==> config.mk <==
export PLATFORM = sky130hd
export DESIGN_NAME = bsg_nasti_rd_arbiter
export DESIGN_NICKNAME = d
export VERILOG_FILES = /design/src/rtl/bsg_nasti_rd_arbiter.sv
export SDC_FILE = /design/constraint.sdc
export NUM_CORES = 1
export LEC_CHECK = 0
export BUFFER_PORTS_ARGS = -buffer_cell sky130_fd_sc_hd__buf_4
export CORE_AREA = 2 2 115 117
export CTS_BUF_LIST = sky130_fd_sc_hd__clkbuf_8 sky130_fd_sc_hd__clkbuf_16
export DETAILED_ROUTE_END_ITERATION = 10
export DIE_AREA = 0 0 117 119
export SYNTH_ARGS = -nofsm -noshare
export SYNTH_HDL_FRONTEND = slang
export SYNTH_SLANG_ARGS = --single-unit
==> constraint.sdc <==
create_clock -name clk_i -period 1.95 [get_ports clk_i]
set_input_delay 0.2925 -clock clk_i [delete_from_list [all_inputs] [get_ports clk_i]]
set_output_delay 0.2925 -clock clk_i [all_outputs]
set_load 0.1 [all_outputs]
==> src/rtl/bsg_nasti_rd_arbiter.sv <==
// Two-client NASTI read arbiter: round-robin AR grant with per-client outstanding-burst throttling, R routed by ID MSB.
// Optional monitor (handshake trace plus underflow check) enabled by defining BSG_NASTI_RD_ARB_MONITOR_EN.
module bsg_nasti_rd_arbiter #(
  parameter int id_width_p        = 5,
  parameter int addr_width_p      = 32,
  parameter int data_width_p      = 64,
  parameter int max_outstanding_p = 4
) (
  input  logic                      clk_i,
  input  logic                      reset_n_i,

  input  logic [1:0]                c_ar_valid_i,
  output logic [1:0]                c_ar_ready_o,
  input  logic [2*id_width_p-1:0]   c_ar_id_i,
  input  logic [2*addr_width_p-1:0] c_ar_addr_i,
  input  logic [15:0]               c_ar_len_i,

  output logic                      m_ar_valid_o,
  input  logic                      m_ar_ready_i,
  output logic [id_width_p:0]       m_ar_id_o,
  output logic [addr_width_p-1:0]   m_ar_addr_o,
  output logic [7:0]                m_ar_len_o,

  input  logic                      m_r_valid_i,
  output logic                      m_r_ready_o,
  input  logic [id_width_p:0]       m_r_id_i,
  input  logic [data_width_p-1:0]   m_r_data_i,
  input  logic [1:0]                m_r_resp_i,
  input  logic                      m_r_last_i,

  output logic [1:0]                c_r_valid_o,
  input  logic [1:0]                c_r_ready_i,
  output logic [id_width_p-1:0]     c_r_id_o,
  output logic [data_width_p-1:0]   c_r_data_o,
  output logic [1:0]                c_r_resp_o,
  output logic                      c_r_last_o
);

  localparam int cnt_width_lp = $clog2(max_outstanding_p + 1);
  localparam logic [cnt_width_lp-1:0] cnt_max_lp = cnt_width_lp'(max_outstanding_p);

  typedef enum logic {IDLE, GRANT} state_e;

  state_e                  state_r, state_n;
  logic                    grant_idx_r, grant_idx_n;
  logic                    rr_ptr_r, rr_ptr_n;
  logic [cnt_width_lp-1:0] cnt_r [2];
  logic [1:0]              eligible;
  logic                    ar_hs;
  logic                    r_sel;
  logic                    r_last_hs;

  // Simultaneous issue and retire for one client leave its count untouched; saturates at both ends.
  function automatic logic [cnt_width_lp-1:0] cnt_update(
    input logic [cnt_width_lp-1:0] cnt,
    input logic                    inc,
    input logic                    dec
  );
    logic [cnt_width_lp-1:0] res;
    res = cnt;
    if (inc && !dec && (cnt < cnt_max_lp))
      res = cnt + 1'b1;
    else if (dec && !inc && (cnt != '0))
      res = cnt - 1'b1;
    return res;
  endfunction

  assign eligible[0] = c_ar_valid_i[0] & (cnt_r[0] < cnt_max_lp);
  assign eligible[1] = c_ar_valid_i[1] & (cnt_r[1] < cnt_max_lp);

  assign ar_hs     = (state_r == GRANT) & m_ar_ready_i;
  assign r_sel     = m_r_id_i[id_width_p];
  assign r_last_hs = m_r_valid_i & m_r_ready_o & m_r_last_i;

  always_comb begin
    state_n     = state_r;
    grant_idx_n = grant_idx_r;
    rr_ptr_n    = rr_ptr_r;
    unique case (state_r)
      IDLE: begin
        if (|eligible) begin
          grant_idx_n = eligible[rr_ptr_r] ? rr_ptr_r : ~rr_ptr_r;
          state_n     = GRANT;
        end
      end
      GRANT: begin
        // Grant is held until the master accepts, keeping the AR payload stable.
        if (m_ar_ready_i) begin
          rr_ptr_n = ~grant_idx_r;
          state_n  = IDLE;
        end
      end
      default: state_n = IDLE;
    endcase
  end

  always_ff @(posedge clk_i) begin
    if (!reset_n_i) begin
      state_r     <= IDLE;
      grant_idx_r <= 1'b0;
      rr_ptr_r    <= 1'b0;
      cnt_r[0]    <= '0;
      cnt_r[1]    <= '0;
    end else begin
      state_r     <= state_n;
      grant_idx_r <= grant_idx_n;
      rr_ptr_r    <= rr_ptr_n;
      cnt_r[0]    <= cnt_update(cnt_r[0], ar_hs & ~grant_idx_r, r_last_hs & ~r_sel);
      cnt_r[1]    <= cnt_update(cnt_r[1], ar_hs &  grant_idx_r, r_last_hs &  r_sel);
    end
  end

  // AR payload comes straight from the granted client; that client holds it until ready.
  always_comb begin
    m_ar_valid_o = (state_r == GRANT);
    c_ar_ready_o = '0;
    if (ar_hs)
      c_ar_ready_o = grant_idx_r ? 2'b10 : 2'b01;
    if (grant_idx_r) begin
      m_ar_id_o   = {1'b1, c_ar_id_i[2*id_width_p-1:id_width_p]};
      m_ar_addr_o = c_ar_addr_i[2*addr_width_p-1:addr_width_p];
      m_ar_len_o  = c_ar_len_i[15:8];
    end else begin
      m_ar_id_o   = {1'b0, c_ar_id_i[id_width_p-1:0]};
      m_ar_addr_o = c_ar_addr_i[addr_width_p-1:0];
      m_ar_len_o  = c_ar_len_i[7:0];
    end
  end

  // R path is pure steering: no storage, so beats cannot be lost or reordered.
  always_comb begin
    c_r_valid_o = '0;
    if (m_r_valid_i)
      c_r_valid_o = r_sel ? 2'b10 : 2'b01;
  end

  assign m_r_ready_o = c_r_ready_i[r_sel];
  assign c_r_id_o    = m_r_id_i[id_width_p-1:0];
  assign c_r_data_o  = m_r_data_i;
  assign c_r_resp_o  = m_r_resp_i;
  assign c_r_last_o  = m_r_last_i;

`ifdef BSG_NASTI_RD_ARB_MONITOR_EN
  always_ff @(posedge clk_i) begin
    if (reset_n_i) begin
      if (ar_hs)
        $display("ARB_AR c%0d id:%b addr:%b len:%b",
                 grant_idx_r, m_ar_id_o, m_ar_addr_o, m_ar_len_o);
      if (r_last_hs) begin
        $display("ARB_RLAST c%0d cnt:%d", r_sel, cnt_r[r_sel]);
        assert (cnt_r[r_sel] != '0)
          else $error("bsg_nasti_rd_arbiter: R-last for client %0d with no outstanding burst", r_sel);
      end
    end
  end
`else
`endif

endmodule

==> reports/results.ini <==
[run_status]
outcome = completed

[timing]
final.setup_skew_ns = 0.000562
whs_ns = 0.348
period_share_pct = 95.1
setup_viol = 0
rsz0062_at_grt = no
setup_ws_ns = 0.0947
finalCriticalPeriod_ns = 1.86
tightestPinTransition_ns = 0.304
hold_violations = 0
drv_slew = 0
max_freq_mhz = 539
slew_headroom_pct = 79.9

[power_and_ir_drop]
power_w = 0.00179
ir_drop_mv = 0.377
p_leak_nw = 1.22
power_per_cell_area_nw_per_um2 = 690

[floorplanning]
io_pins = 295
rows = 42
die_h_um = 119
core-area_um2 = 12900
die_w_um = 117
start_util_pct = 13.4
die_area_um2 = 13900

[clock_network]
clkSlewWorstSetupHoldPaths_ns = 0.04
cts_resized = 0
cts-buffers-inserted = 3
clockRootBuffer = clkbuf_16
cts_max_path_buffers = 2
cts_setup_buffers = 0
htreeDepth = 1
clk_latency_ns = 0.23
hold_buffers = 0
tritoncts = yes
clock_sinks = 9

[worst_setup_path]
crit_type = flop to output pin
reg2reg_slack_ns = 0.17
startpoint_type = flop
reg2reg_depth = 5
crit_required_ns = 1.66
cp_max_fo = 47
cp.arrival_ns = 1.56
r2r_start = grant_idx_r
reg2reg_to = cnt_r[0][1]
cp-end-kind = output pin

[yosys]
ys_types = 35
synth_top_family_by_area = buffers and inverters
yosys_warnings = 0
synth_top_area_share_pct = 31.8
synth-simple-area-share_pct = 8.92
yosys_register_bits = 9
synth.avg_cell_area_um2 = 8.80
synth_fp_nets = 369
synth_compound_area_share_pct = 8.34
synth_top_cells_by_area = buf_4 (32%), mux2_2 (30%), dfxtp_1 (10%)
postSynthCellCount = 196
synth-xor-area-share_pct = 0.508
synth_seq_area_share_pct = 10.4
syn_area_um2 = 1730
synth_area_leader_cell = buf_4
synth_fa_ha_area_share_pct = 2.32
synth_mux_area_share_pct = 32.9

[finish]
nFillCells = 1438
final_common_cell = buf_4
syn_to_final_growth_pct = 50.8
layout-drive-gt1-share_pct = 77.7
antenna_cells = 0
final_cell_mix = buf_4 (155), mux2_2 (46), nand2_1 (7), dfxtp_1 (7), inv_1 (6)
nets = 447

[grt]
grt_max_degree = 48
grt_overflow = 0
antenna_found_initial = 0
grt_first_pass_wirelength_um = 9340
grt_pass1_vias = 1496
grt_usage_pct = 9.25

[detailed_routing]
route.detailed.drc = 0
wl_um = 7250
via_per_inst = 3.59
drt-initial-drc-count = 47
dr.pass1.iters = 4
wl_per_cell_um = 16.2
num_vias = 1611
ant_nets = 0

[min_path]
whs_endpoint = m_ar_valid_o
holdCritPathClass = input pin to flop
hp-start = reset_n_i
holdPathStages = 3

[place]
place.gp.congestion = 0.792
dp_slack_ns = 0.00653
port_buffers = 152
hpwlAfterDp_um = 6620

[job]
cap_violations = 0

[cells in the mapped netlist]
library cell,n
a221oi_2,1
clkbuf_4,1
nand2_1,7
mux2_2,46
nand3b_4,1
and2b_2,1
and2_2,1
buf_4,73
fa_1,2
xnor2_1,1
nor3b_1,2
and4b_1,1
clkbuf_1,1
nor3_1,2
buf_2,6
a21boi_0,3
o21ai_0,3
and3_1,1
a221oi_1,1
nand4_1,1
nand3_1,1
o41ai_1,1
inv_1,5
buf_6,2
a31oi_1,1
mux2i_1,5
a21o_1,1
dfxtp_1,9
o31ai_1,3
a311oi_1,1
o221ai_1,1
or3_4,1
nor2_1,5
nand4b_1,1
a21oi_1,4
[registers in the layout, summed over array words and instances (netlist names)]
name / cells
rr_ptr_r: 1
m_ar_valid_o: 1
grant_idx_r: 1
cnt_r: 6
[cells by family (layout without fill, tap and decap cells)]
kind of cell	Yosys count	in the layout
buf+inv	88	165
mux	51	51
simple gates	25	25
compound gates	20	20
flops	9	9
fa+ha+maj	2	2
xor+xnor	1	1
[area by class of cell]
type | instances | area [um2] | share of cell area, %
Clock buffer | 3 | 75.1 | 2.89
Tap cell | 176 | 220 | 8.47
Timing Repair Buffer | 156 | 1180 | 45.5
Multi-Input combinational cell | 99 | 915 | 35.2
Inverter | 5 | 18.8 | 0.722
Sequential cell | 9 | 185 | 7.12
Clock inverter | 1 | 3.75 | 0.144
[how the worst max path moves through the flow]
| stage | startpoint | end | slack, ns | cells after the start |
|---|---|---|---|---|
| after global routing | m_ar_valid_o | cnt_r[0][5] | 0.06 | 6 |
| after global placement | m_r_valid_i | cnt_r[0][1] | 0.03 | 6 |
| final | grant_idx_r | m_ar_len_o[7] | 0.09 | 3 |
| after CTS | grant_idx_r | m_ar_addr_o[6] | 0.10 | 3 |
| after detailed placement | m_r_valid_i | cnt_r[0][1] | 0.007 | 6 |
| after floorplan | m_ar_valid_o | cnt_r[0][1] | -0.11 | 6 |
[report_power, final]
group          leakage, nW  switching [W]  internal [W]
sequential          0.0745      0.0000189      0.000198
combinational         1.10       0.000860      0.000369
clock               0.0423      0.0000820      0.000267
total                 1.22       0.000961      0.000834
[worst max-delay path, cell delays in order, from the launching register on]
cell	delay, ns
dfxtp_2	0.37
buf_12	0.24
mux2_2	0.41
buf_4	0.24
[through the flow]
stage	setup TNS (ns)	utilization (%)	cells	area, um2
after global placement	0	19.6	445	2520
final	0	20.2	449	2600
after CTS	0	20.2	449	2600
after floorplan	-0.199	-	196	1740
after detailed placement	0	19.6	445	2520
after global routing	0	20.2	449	2600
[routing by layer]
metal	track usage (%)	routed length [um]
met5	0	0
met1	7.91	2050
met2	14.9	3420
met4	1.76	64
met3	9.82	1730
No activity file was read; power rests on OpenSTA's default activity.
